$ cat src/rtl/mcdt_rx_pkg.sv
// mcdt_rx_pkg: shared constants and types for the MCDT receive demultiplexer.
package mcdt_rx_pkg;
    localparam int CH_NUM = 3;
    typedef logic [1:0] ch_id_t;
    typedef logic [5:0] margin_t;
    localparam ch_id_t ID_ILLEGAL = 2'd3;
endpackage

$ cat src/rtl/mcdt_rx_if.sv
// mcdt_rx_if: arbitrated MCDT word stream; no ready, the source never stalls.
interface mcdt_rx_if
    import mcdt_rx_pkg::*;
#(
    parameter int DW = 32
);
    logic [DW-1:0] mcdt_data_i;
    logic          mcdt_val_i;
    ch_id_t        mcdt_id_i;
    modport master (output mcdt_data_i, mcdt_val_i, mcdt_id_i);
    modport slave  (input  mcdt_data_i, mcdt_val_i, mcdt_id_i);
endinterface

$ cat src/rtl/mcdt_rx_fifo.sv
// mcdt_rx_fifo: single-clock per-channel FIFO; a push into a full FIFO is taken
// only when the head is popped in the same cycle.
module mcdt_rx_fifo
    import mcdt_rx_pkg::*;
#(
    parameter  int DEPTH = 32,
    parameter  int DW    = 32,
    localparam int AW    = $clog2(DEPTH)
) (
    input  logic          clk,
    input  logic          rstn,
    input  logic          push,
    input  logic          ready,
    input  logic [DW-1:0] din,
    output logic [DW-1:0] dout,
    output logic          valid,
    output logic          wr,
    output margin_t       margin
);
    logic [DW-1:0] mem [DEPTH];
    logic [AW-1:0] wptr, rptr;
    logic [AW:0]   cnt;
    logic          full, rd;

    assign valid  = cnt != '0;
    assign full   = cnt == (AW+1)'(DEPTH);
    assign rd     = valid && ready;
    assign wr     = push && (!full || rd);
    assign dout   = valid ? mem[rptr] : '0;
    assign margin = margin_t'(DEPTH) - margin_t'(cnt);

    always_ff @(posedge clk or posedge rstn)
        if (rstn) begin
            wptr <= '0;
            rptr <= '0;
            cnt  <= '0;
        end else begin
            if (wr) wptr <= wptr + AW'(1);
            if (rd) rptr <= rptr + AW'(1);
            cnt <= cnt + (AW+1)'(wr) - (AW+1)'(rd);
        end

    // storage needs no reset: entries are only read while counted
    always_ff @(posedge clk)
        if (wr) mem[wptr] <= din;
endmodule

$ cat src/rtl/mcdt_rx.sv
// mcdt_rx: steers the MCDT stream into three receive FIFOs with sticky loss flags.
// Define MCDT_RX_STATS_EN to add per-channel accepted-word counters.
module mcdt_rx
    import mcdt_rx_pkg::*;
#(
    parameter int DEPTH = 32,
    parameter int DW    = 32
) (
    input  logic          clk,
    input  logic          rstn,
    input  logic          clr_i,
    mcdt_rx_if.slave      stream,
    output logic [DW-1:0] ch0_data_o,
    output logic          ch0_valid_o,
    input  logic          ch0_ready_i,
    output margin_t       ch0_margin_o,
    output logic          ch0_ovf_o,
    output logic [DW-1:0] ch1_data_o,
    output logic          ch1_valid_o,
    input  logic          ch1_ready_i,
    output margin_t       ch1_margin_o,
    output logic          ch1_ovf_o,
    output logic [DW-1:0] ch2_data_o,
    output logic          ch2_valid_o,
    input  logic          ch2_ready_i,
    output margin_t       ch2_margin_o,
    output logic          ch2_ovf_o,
`ifdef MCDT_RX_STATS_EN
    output logic [15:0]   ch0_cnt_o,
    output logic [15:0]   ch1_cnt_o,
    output logic [15:0]   ch2_cnt_o,
`endif
    output logic          id_err_o
);
    logic [CH_NUM-1:0] push, rdy, vld, wr, ovf;
    logic [DW-1:0]     dat [CH_NUM];
    margin_t           mg  [CH_NUM];
    logic              ill;

    assign rdy = {ch2_ready_i, ch1_ready_i, ch0_ready_i};
    assign ill = stream.mcdt_val_i && stream.mcdt_id_i == ID_ILLEGAL;

    for (genvar n = 0; n < CH_NUM; n++) begin : g_ch
        assign push[n] = stream.mcdt_val_i && stream.mcdt_id_i == ch_id_t'(n);
        mcdt_rx_fifo #(.DEPTH(DEPTH), .DW(DW)) u_fifo (
            .clk    (clk),
            .rstn   (rstn),
            .push   (push[n]),
            .ready  (rdy[n]),
            .din    (stream.mcdt_data_i),
            .dout   (dat[n]),
            .valid  (vld[n]),
            .wr     (wr[n]),
            .margin (mg[n])
        );
    end

    // a new event in the clearing cycle keeps its flag set
    always_ff @(posedge clk or posedge rstn)
        if (rstn) begin
            ovf      <= '0;
            id_err_o <= 1'b0;
        end else begin
            ovf      <= (push & ~wr) | (ovf & {CH_NUM{!clr_i}});
            id_err_o <= ill || (id_err_o && !clr_i);
        end

    assign ch0_data_o   = dat[0];
    assign ch1_data_o   = dat[1];
    assign ch2_data_o   = dat[2];
    assign ch0_valid_o  = vld[0];
    assign ch1_valid_o  = vld[1];
    assign ch2_valid_o  = vld[2];
    assign ch0_margin_o = mg[0];
    assign ch1_margin_o = mg[1];
    assign ch2_margin_o = mg[2];
    assign ch0_ovf_o    = ovf[0];
    assign ch1_ovf_o    = ovf[1];
    assign ch2_ovf_o    = ovf[2];

`ifdef MCDT_RX_STATS_EN
    logic [15:0] cnt [CH_NUM];

    always_ff @(posedge clk or posedge rstn)
        if (rstn) begin
            for (int n = 0; n < CH_NUM; n++) cnt[n] <= '0;
        end else begin
            for (int n = 0; n < CH_NUM; n++) cnt[n] <= (clr_i ? 16'd0 : cnt[n]) + 16'(wr[n]);
        end

    assign ch0_cnt_o = cnt[0];
    assign ch1_cnt_o = cnt[1];
    assign ch2_cnt_o = cnt[2];
`endif
endmodule

$ cat src/flat_wrapper.sv
// flat-port wrapper written by rule: the top's interface ports become plain ports
module mcdt_rx_flat import mcdt_rx_pkg::*;
#(
    parameter int DEPTH = 32,
    parameter int DW    = 32
)
  (clk, rstn, clr_i, ch0_data_o, ch0_valid_o, ch0_ready_i, ch0_margin_o, ch0_ovf_o, ch1_data_o, ch1_valid_o, ch1_ready_i, ch1_margin_o, ch1_ovf_o, ch2_data_o, ch2_valid_o, ch2_ready_i, ch2_margin_o, ch2_ovf_o, id_err_o, stream_mcdt_data_i, stream_mcdt_val_i, stream_mcdt_id_i);
  mcdt_rx_if #(.DW(DW)) stream_i ();
  input  logic clk;
  input  logic rstn;
  input  logic clr_i;
  output logic [DW-1:0] ch0_data_o;
  output logic ch0_valid_o;
  input  logic ch0_ready_i;
  output margin_t ch0_margin_o;
  output logic ch0_ovf_o;
  output logic [DW-1:0] ch1_data_o;
  output logic ch1_valid_o;
  input  logic ch1_ready_i;
  output margin_t ch1_margin_o;
  output logic ch1_ovf_o;
  output logic [DW-1:0] ch2_data_o;
  output logic ch2_valid_o;
  input  logic ch2_ready_i;
  output margin_t ch2_margin_o;
  output logic ch2_ovf_o;
  output logic id_err_o;
  input wire logic [$bits(stream_i.mcdt_data_i)-1:0] stream_mcdt_data_i;
  input wire logic [$bits(stream_i.mcdt_val_i)-1:0] stream_mcdt_val_i;
  input wire logic [$bits(stream_i.mcdt_id_i)-1:0] stream_mcdt_id_i;
  assign stream_i.mcdt_data_i = stream_mcdt_data_i;
  assign stream_i.mcdt_val_i = stream_mcdt_val_i;
  assign stream_i.mcdt_id_i = stream_mcdt_id_i;
  mcdt_rx #(.DEPTH(DEPTH), .DW(DW)) u_core (.clk(clk), .rstn(rstn), .clr_i(clr_i), .stream(stream_i), .ch0_data_o(ch0_data_o), .ch0_valid_o(ch0_valid_o), .ch0_ready_i(ch0_ready_i), .ch0_margin_o(ch0_margin_o), .ch0_ovf_o(ch0_ovf_o), .ch1_data_o(ch1_data_o), .ch1_valid_o(ch1_valid_o), .ch1_ready_i(ch1_ready_i), .ch1_margin_o(ch1_margin_o), .ch1_ovf_o(ch1_ovf_o), .ch2_data_o(ch2_data_o), .ch2_valid_o(ch2_valid_o), .ch2_ready_i(ch2_ready_i), .ch2_margin_o(ch2_margin_o), .ch2_ovf_o(ch2_ovf_o), .id_err_o(id_err_o));
endmodule
$ cat config.mk
export PLATFORM = sky130hd
export DESIGN_NAME = mcdt_rx_flat
export DESIGN_NICKNAME = d
export VERILOG_FILES = /design/src/rtl/mcdt_rx_pkg.sv /design/src/rtl/mcdt_rx_if.sv /design/src/rtl/mcdt_rx_fifo.sv /design/src/rtl/mcdt_rx.sv /design/src/flat_wrapper.sv
export SDC_FILE = /design/constraint.sdc
export NUM_CORES = 2
export LEC_CHECK = 0
export CORE_MARGIN = 3
export CORE_UTILIZATION = 67
export DETAILED_ROUTE_END_ITERATION = 8
export PLACE_DENSITY = 0.84
export SLEW_MARGIN = 20
export SYNTH_ARGS = -nofsm -noshare
export SYNTH_HDL_FRONTEND = slang
export SYNTH_SLANG_ARGS = --single-unit
export TNS_END_PERCENT = 50
$ cat constraint.sdc
create_clock -name clk -period 8.3 [get_ports clk]
set_input_delay 1.66 -clock clk [delete_from_list [all_inputs] [get_ports clk]]
set_output_delay 1.66 -clock clk [all_outputs]
set_load 0.01 [all_outputs]
======== After elaboration in Yosys (flattened, before gate mapping) ========
Memory sizes are Yosys's and may differ from the RTL's.
Index checks and enable logic that the tools add are counted.
cells by class
  $add $sub $neg .......................... 15
  equal/unequal tests ..................... 6
  multiplexer cells ....................... 9
  bitwise gates (word level) .............. 4
  reduce and logical (&&, ||, !) cells .... 23
operator list
  cell                   count
  $mux W32               3
  $add A5 B1 Y5 const B  6
  $add A6 B1 Y6          3
  $eq A6 B6 Y1 const B   3
  $reduce_bool A6 Y1     3
  $sub A6 B1 Y6          3
  $sub A6 B6 Y6 const A  3
  $logic_and A1 B1 Y1    11
  $and A3 B3 Y3          2
  $mux W1                6
  $eq A2 B2 Y1 const B   2
  $logic_not A1 Y1       4
  $logic_or A1 B1 Y1     4
  $not A3 Y3             1
  $or A3 B3 Y3           1
  $eq A2 B1 Y1 const B   1
  $logic_not A2 Y1       1
word-level totals
  bits in registers ....................... 52
  RAM bits ................................ 3072
  input bits .............................. 41
  output and inout bits ................... 121
  logic and storage cells ................. 71
  memories kept ........................... 3
memories
  name                       depth  width  rd ports  clocked after Yosys merged registers in  wr ports  line                text
  u_core.g_ch[0].u_fifo.mem  32     32     1         0                                        1         mcdt_rx_fifo.sv:20  logic [DW-1:0] mem [DEPTH];
  u_core.g_ch[1].u_fifo.mem  32     32     1         0                                        1         mcdt_rx_fifo.sv:20
  u_core.g_ch[2].u_fifo.mem  32     32     1         0                                        1         mcdt_rx_fifo.sv:20

======== Logic depth before layout (Yosys ltp) ========
  word-level depth ........................ 7
  gate-level depth with buffers ........... 15
  gate-level depth less buffers ........... 13

======== Modules after synthesis ========
From an unflattened synthesis, not the netlist that was laid out.
second synthesis, totals
  cells, all modules ...................... 5479
  area total of the unflattened synthesis .. 120249.1 um^2
by module, submodules not included
  module                                     instances  cells each  area each (um^2)  seq. area each (um^2)
  mcdt_rx_fifo at u_core.g_ch[0].u_fifo ...  2          1820        40018.4           31149.9
  mcdt_rx_fifo at u_core.g_ch[2].u_fifo      1          1821        40030.9           31149.9
  mcdt_rx                                    1          18          181.4             100.1

======== Least setup slack after synthesis ========
No wires, ideal clock.
  path kind ............................... input port to flip-flop
  start point ............................. input port stream_mcdt_id_i[1]
  end point ............................... memory u_core.g_ch[0].u_fifo.mem[12][0], enable pin
  library setup time ...................... 0.421 ns
  arrival time ............................ 4.158 ns
  data required time ...................... 7.879 ns
  path slack .............................. 3.721 ns
  cell stages on the path ................. 4
  buffers on the path ..................... 0
  cells stage by stage .................... or3b_2 > a41oi_2 > nand2_1 > nor2_1
on the way
  cells in the longest elaborated chain, start to end .. 5
RTL lines
  element                        line                text
  from (decl)                    flat_wrapper.sv:30  input wire logic [$bits(stream_i.mcdt_id_i)-1:0] stream_mcdt_id_i;
  $logic_not A2 Y1               mcdt_rx.sv:44       assign push[n] = stream.mcdt_val_i && stream.mcdt_id_i == ch_id_t'(n);
  $logic_and A1 B1 Y1            mcdt_rx.sv:44
  $logic_and A1 B1 Y1            mcdt_rx_fifo.sv:28  assign wr = push && (!full || rd);
  net u_core.g_ch[0].u_fifo.wr   mcdt_rx_fifo.sv:17  output logic wr,
  $mux W1                        mcdt_rx_fifo.sv:45  if (wr) mem[wptr] <= din;
  $mux W1 (implied by the code)  mcdt_rx_fifo.sv:45
  to (decl)                      mcdt_rx_fifo.sv:20
The timed path passes the listed nets, and every way through them passes these cells.

======== Final worst setup path ========
  start point ............................. register u_core.g_ch[0].u_fifo.rptr[2]
  end point ............................... output port ch0_data_o[4]
on the way
  cells in the longest elaborated chain, start to end .. 2
RTL lines
  element                 line                text
  from (decl)             mcdt_rx_fifo.sv:21  logic [AW-1:0] wptr, rptr;
  from (signal assigned)  mcdt_rx_fifo.sv:39  if (rd) rptr <= rptr + AW'(1);
  $mem_v2 Z32 W32         -
  $mux W32                mcdt_rx_fifo.sv:29  assign dout = valid ? mem[rptr] : '0;
  to (decl)               flat_wrapper.sv:12  output logic [DW-1:0] ch0_data_o;
Every way passes these cells.

==> results.md <==
- P per Cell Area: 345 mW/mm²
- Post-Synthesis Cell Area: 0.120 mm²
- Largest area contributor in the synthesized netlist: edfxtp_1
- Total GRT Usage: 37.2%
- Clk sinks: 3,124
- Post-cts resize count: 0
- Detail Route Antenna Nets: 0
- Slew margin rel.: 18.4%
- Post-Synth XOR/XNOR Area: 0.328%
- Seq/Total Area, Yosys: 77.7%
- Leak: 43.0 nW
- Global-route wire length before repair: 483,000 µm
- Post-synth cell types: 47
- Largest net degree at the start of global routing: 133
- Layout Skew: 0.0605 ns
- CP required: 6.64 ns
- Max Clk Rate: 142 MHz
- Ys async rst share: 1.66%
- Drt drc: 0
- Final setup fails: 0
- Simple-Gate Fraction of Synth Area: 0.892%
- Largest family of logic cells by synthesized area: multiplexers
- Post-Synth Adder-Cell Area: 0.580%
- Setup tns final: 0 ns
- Nets: 5,826
- Initial Util: 67.9%
- Core Area: 0.177 mm²
- # hold bufs at CTS: 0
- GPL Wtd Cong: 0.800
- Count leader, synth: edfxtp_1
- TritonCTS clock tree: yes
- Worst min path class: reg -> reg
- Via count: 65,257
- Root buf cell: clkbuf_16
- Vias in the first global route: 64,123
- Synth-to-Final Area Change: 12.5%
- Clock Path Buffers: 4
- Syn Inst Count: 5,399
- Syn_nets: 5,494
- Critical Path Sink Type: output pin
- Setup WS post-layout: 1.26 ns
- Max-cap violations: 0
- Initial antenna violation count: 17
- CTS Buf Count: 309
- Die Width: 430 µm
- Avg Synthesized Cell Area: 22.3 µm²
- Share of cells above drive strength 1: 24.5%
- Die Area: 0.185 mm²
- Status: finished, final reports clean
- Gr ovfl total: 0
- Vias/cell: 7.87
- Crit Path Max Fanout: 58
- YS warnings: 0
- Synth top cells by count: 3,072 x edfxtp_1, 640 x mux4_2, 328 x mux2i_1, 155 x clkbuf_1, 108 x nor2_1
- Final Hold Viols: 0
- Final Cycle Share: 84.8%
- Clock Latency Late Sink: 0.97 ns
- Die Y: 430 µm
- Final slew viol count: 0
- Critical path arrival: 5.38 ns
- Htree depth: 5
- DP Wirelength: 159,000 µm
- Slew @ Worst Pin: 1.19 ns
- Post-CTS Setup Repair Bufs: 0
- Synth Area in Compound Gates: 3.79%
- Post-synth EDFFs: 3,072
- Final WL: 349,000 µm
- RSZ-0062 raised after global routing: no
- Crit Path Category: reg -> out
- Most area-consuming cells after synthesis: edfxtp_1 77%, mux4_2 12%, mux2i_1 2.7%
- First-pass iteration count of the detailed router: 6
- DRT iter0 DRCs: 11,881
- Pre-CTS setup slack: 2.31 ns
- Mux contribution to synthesized area: 15.0%
- Clock slew at reported path FFs: 0.07 ns
- #FFs+latches synth: 3,124
- Cell Rows: 154
- Top FF cell, synth: edfxtp_1
- Share of the synthesized area in the top cell type: 76.7%
- Setup crit start kind: flip-flop
- Period minus WS final: 7.04 ns
- I/O pins: 162
- WL per Instance: 42.1 µm
- IO Port Bufs: 161
- Peak supply drop: 0.369 mV
## routing by layer
layer | track usage, % | routed length [µm]
met1 | 48.5 | 108000
met2 | 59.3 | 169000
met3 | 9.59 | 48400
met4 | 18.6 | 24100
met5 | 0 | 74
## cells in the final DEF, fill, tap and decap left out, drive strengths merged, types with 9 or more instances in the layout
cell and n:
edfxtp 3072, mux4 640, clkbuf 378, mux2i 328, buf 210, clkdlybuf4s50 129, clkinv 111, nor2 108
a22oi 94, a21oi 74, o22ai 66, nand2 63, o221ai 62, a22o 62, a211oi 62, a2111oi 62
dfrtp 52, ha 51, inv 51, xnor2 38, mux2 35, a221o 32, a31oi 32, bufinv 27
nand3b 15, nand4 14, diode 10, nor2b 9
## sequential cells by signal, indices dropped and copies added, names as in the netlist
name	cells
u_core.g_ch.u_fifo.cnt	18
u_core.g_ch.u_fifo.mem	3072
u_core.g_ch.u_fifo.rptr	15
u_core.g_ch.u_fifo.wptr	15
u_core.id_err_o	1
u_core.ovf	3
## critical path, cell delays in order (launching register included)
cell and delay, ns:
dfrtp_4 1.13, nand3b_1 0.85, buf_4 0.48, buf_4 0.24, o221ai_1 0.30, a21oi_1 0.10
a211oi_1 0.61, clkdlybuf4s50_1 0.67
## kinds of logic (layout without fill, tap and decap cells)
family / Yosys count / after routing
buffers and inverters: 367 / 914
AND/OR/NAND/NOR: 236 / 236
multiplexers: 1003 / 1003
AO/OA/AOI/OAI: 570 / 570
XOR/XNOR: 45 / 45
flip-flops: 3124 / 3124
other: 0 / 10
adder cells (fa/ha/maj): 54 / 54
## power by group
group | internal (mW) | leakage (nW) | switching (mW)
clock | 7.85 | 4.69 | 6.07
combinational | 6.07 | 10.1 | 8.05
sequential | 17.7 | 28.2 | 0.902
total | 31.6 | 43.0 | 15.0
## per-stage QoR
stage	hold slack [ns]	utilization (%)	total power, mW	std cells	cell area (µm²)
CTS	0.531	76.1	46.2	8275	135000
floorplan	0.549	-	27.1	5399	120000
global route	0.557	76.3	47.5	8286	135000
detailed placement	0.522	70.7	32.1	7749	125000
finish	0.529	76.3	46.6	8296	135000
global placement	0.515	70.6	31.7	7744	125000
## path summary, 6_finish.rpt
check,slack [ns],start,end,cells past startpoint
min,0.53,u_core.ovf[2],u_core.ovf[2],2
max,1.26,u_core.g_ch[0].u_fifo.rptr[2],ch0_data_o[4],7
min in group asynchronous,1.39,rstn,u_core.g_ch[2].u_fifo.wptr[1],3
max in group asynchronous,6.04,rstn,u_core.g_ch[1].u_fifo.rptr[1],3
max reg2reg,4.10,u_core.g_ch[0].u_fifo.cnt[1],u_core.g_ch[0].u_fifo.cnt[5],12
min reg2reg,0.53,u_core.ovf[2],u_core.ovf[2],2
## cell type report
type	instances	area [µm²]
Timing Repair Buffer	339	3360
Clock inverter	148	1400
Sequential cell	3124	93600
Tap cell	2340	2930
Clock buffer	378	8210
Antenna cell	10	25.0
Inverter	49	185
Multi-Input combinational cell	1908	25600
Fill cell	8197	41900
Note: power is estimated with default switching activity, not from simulation.
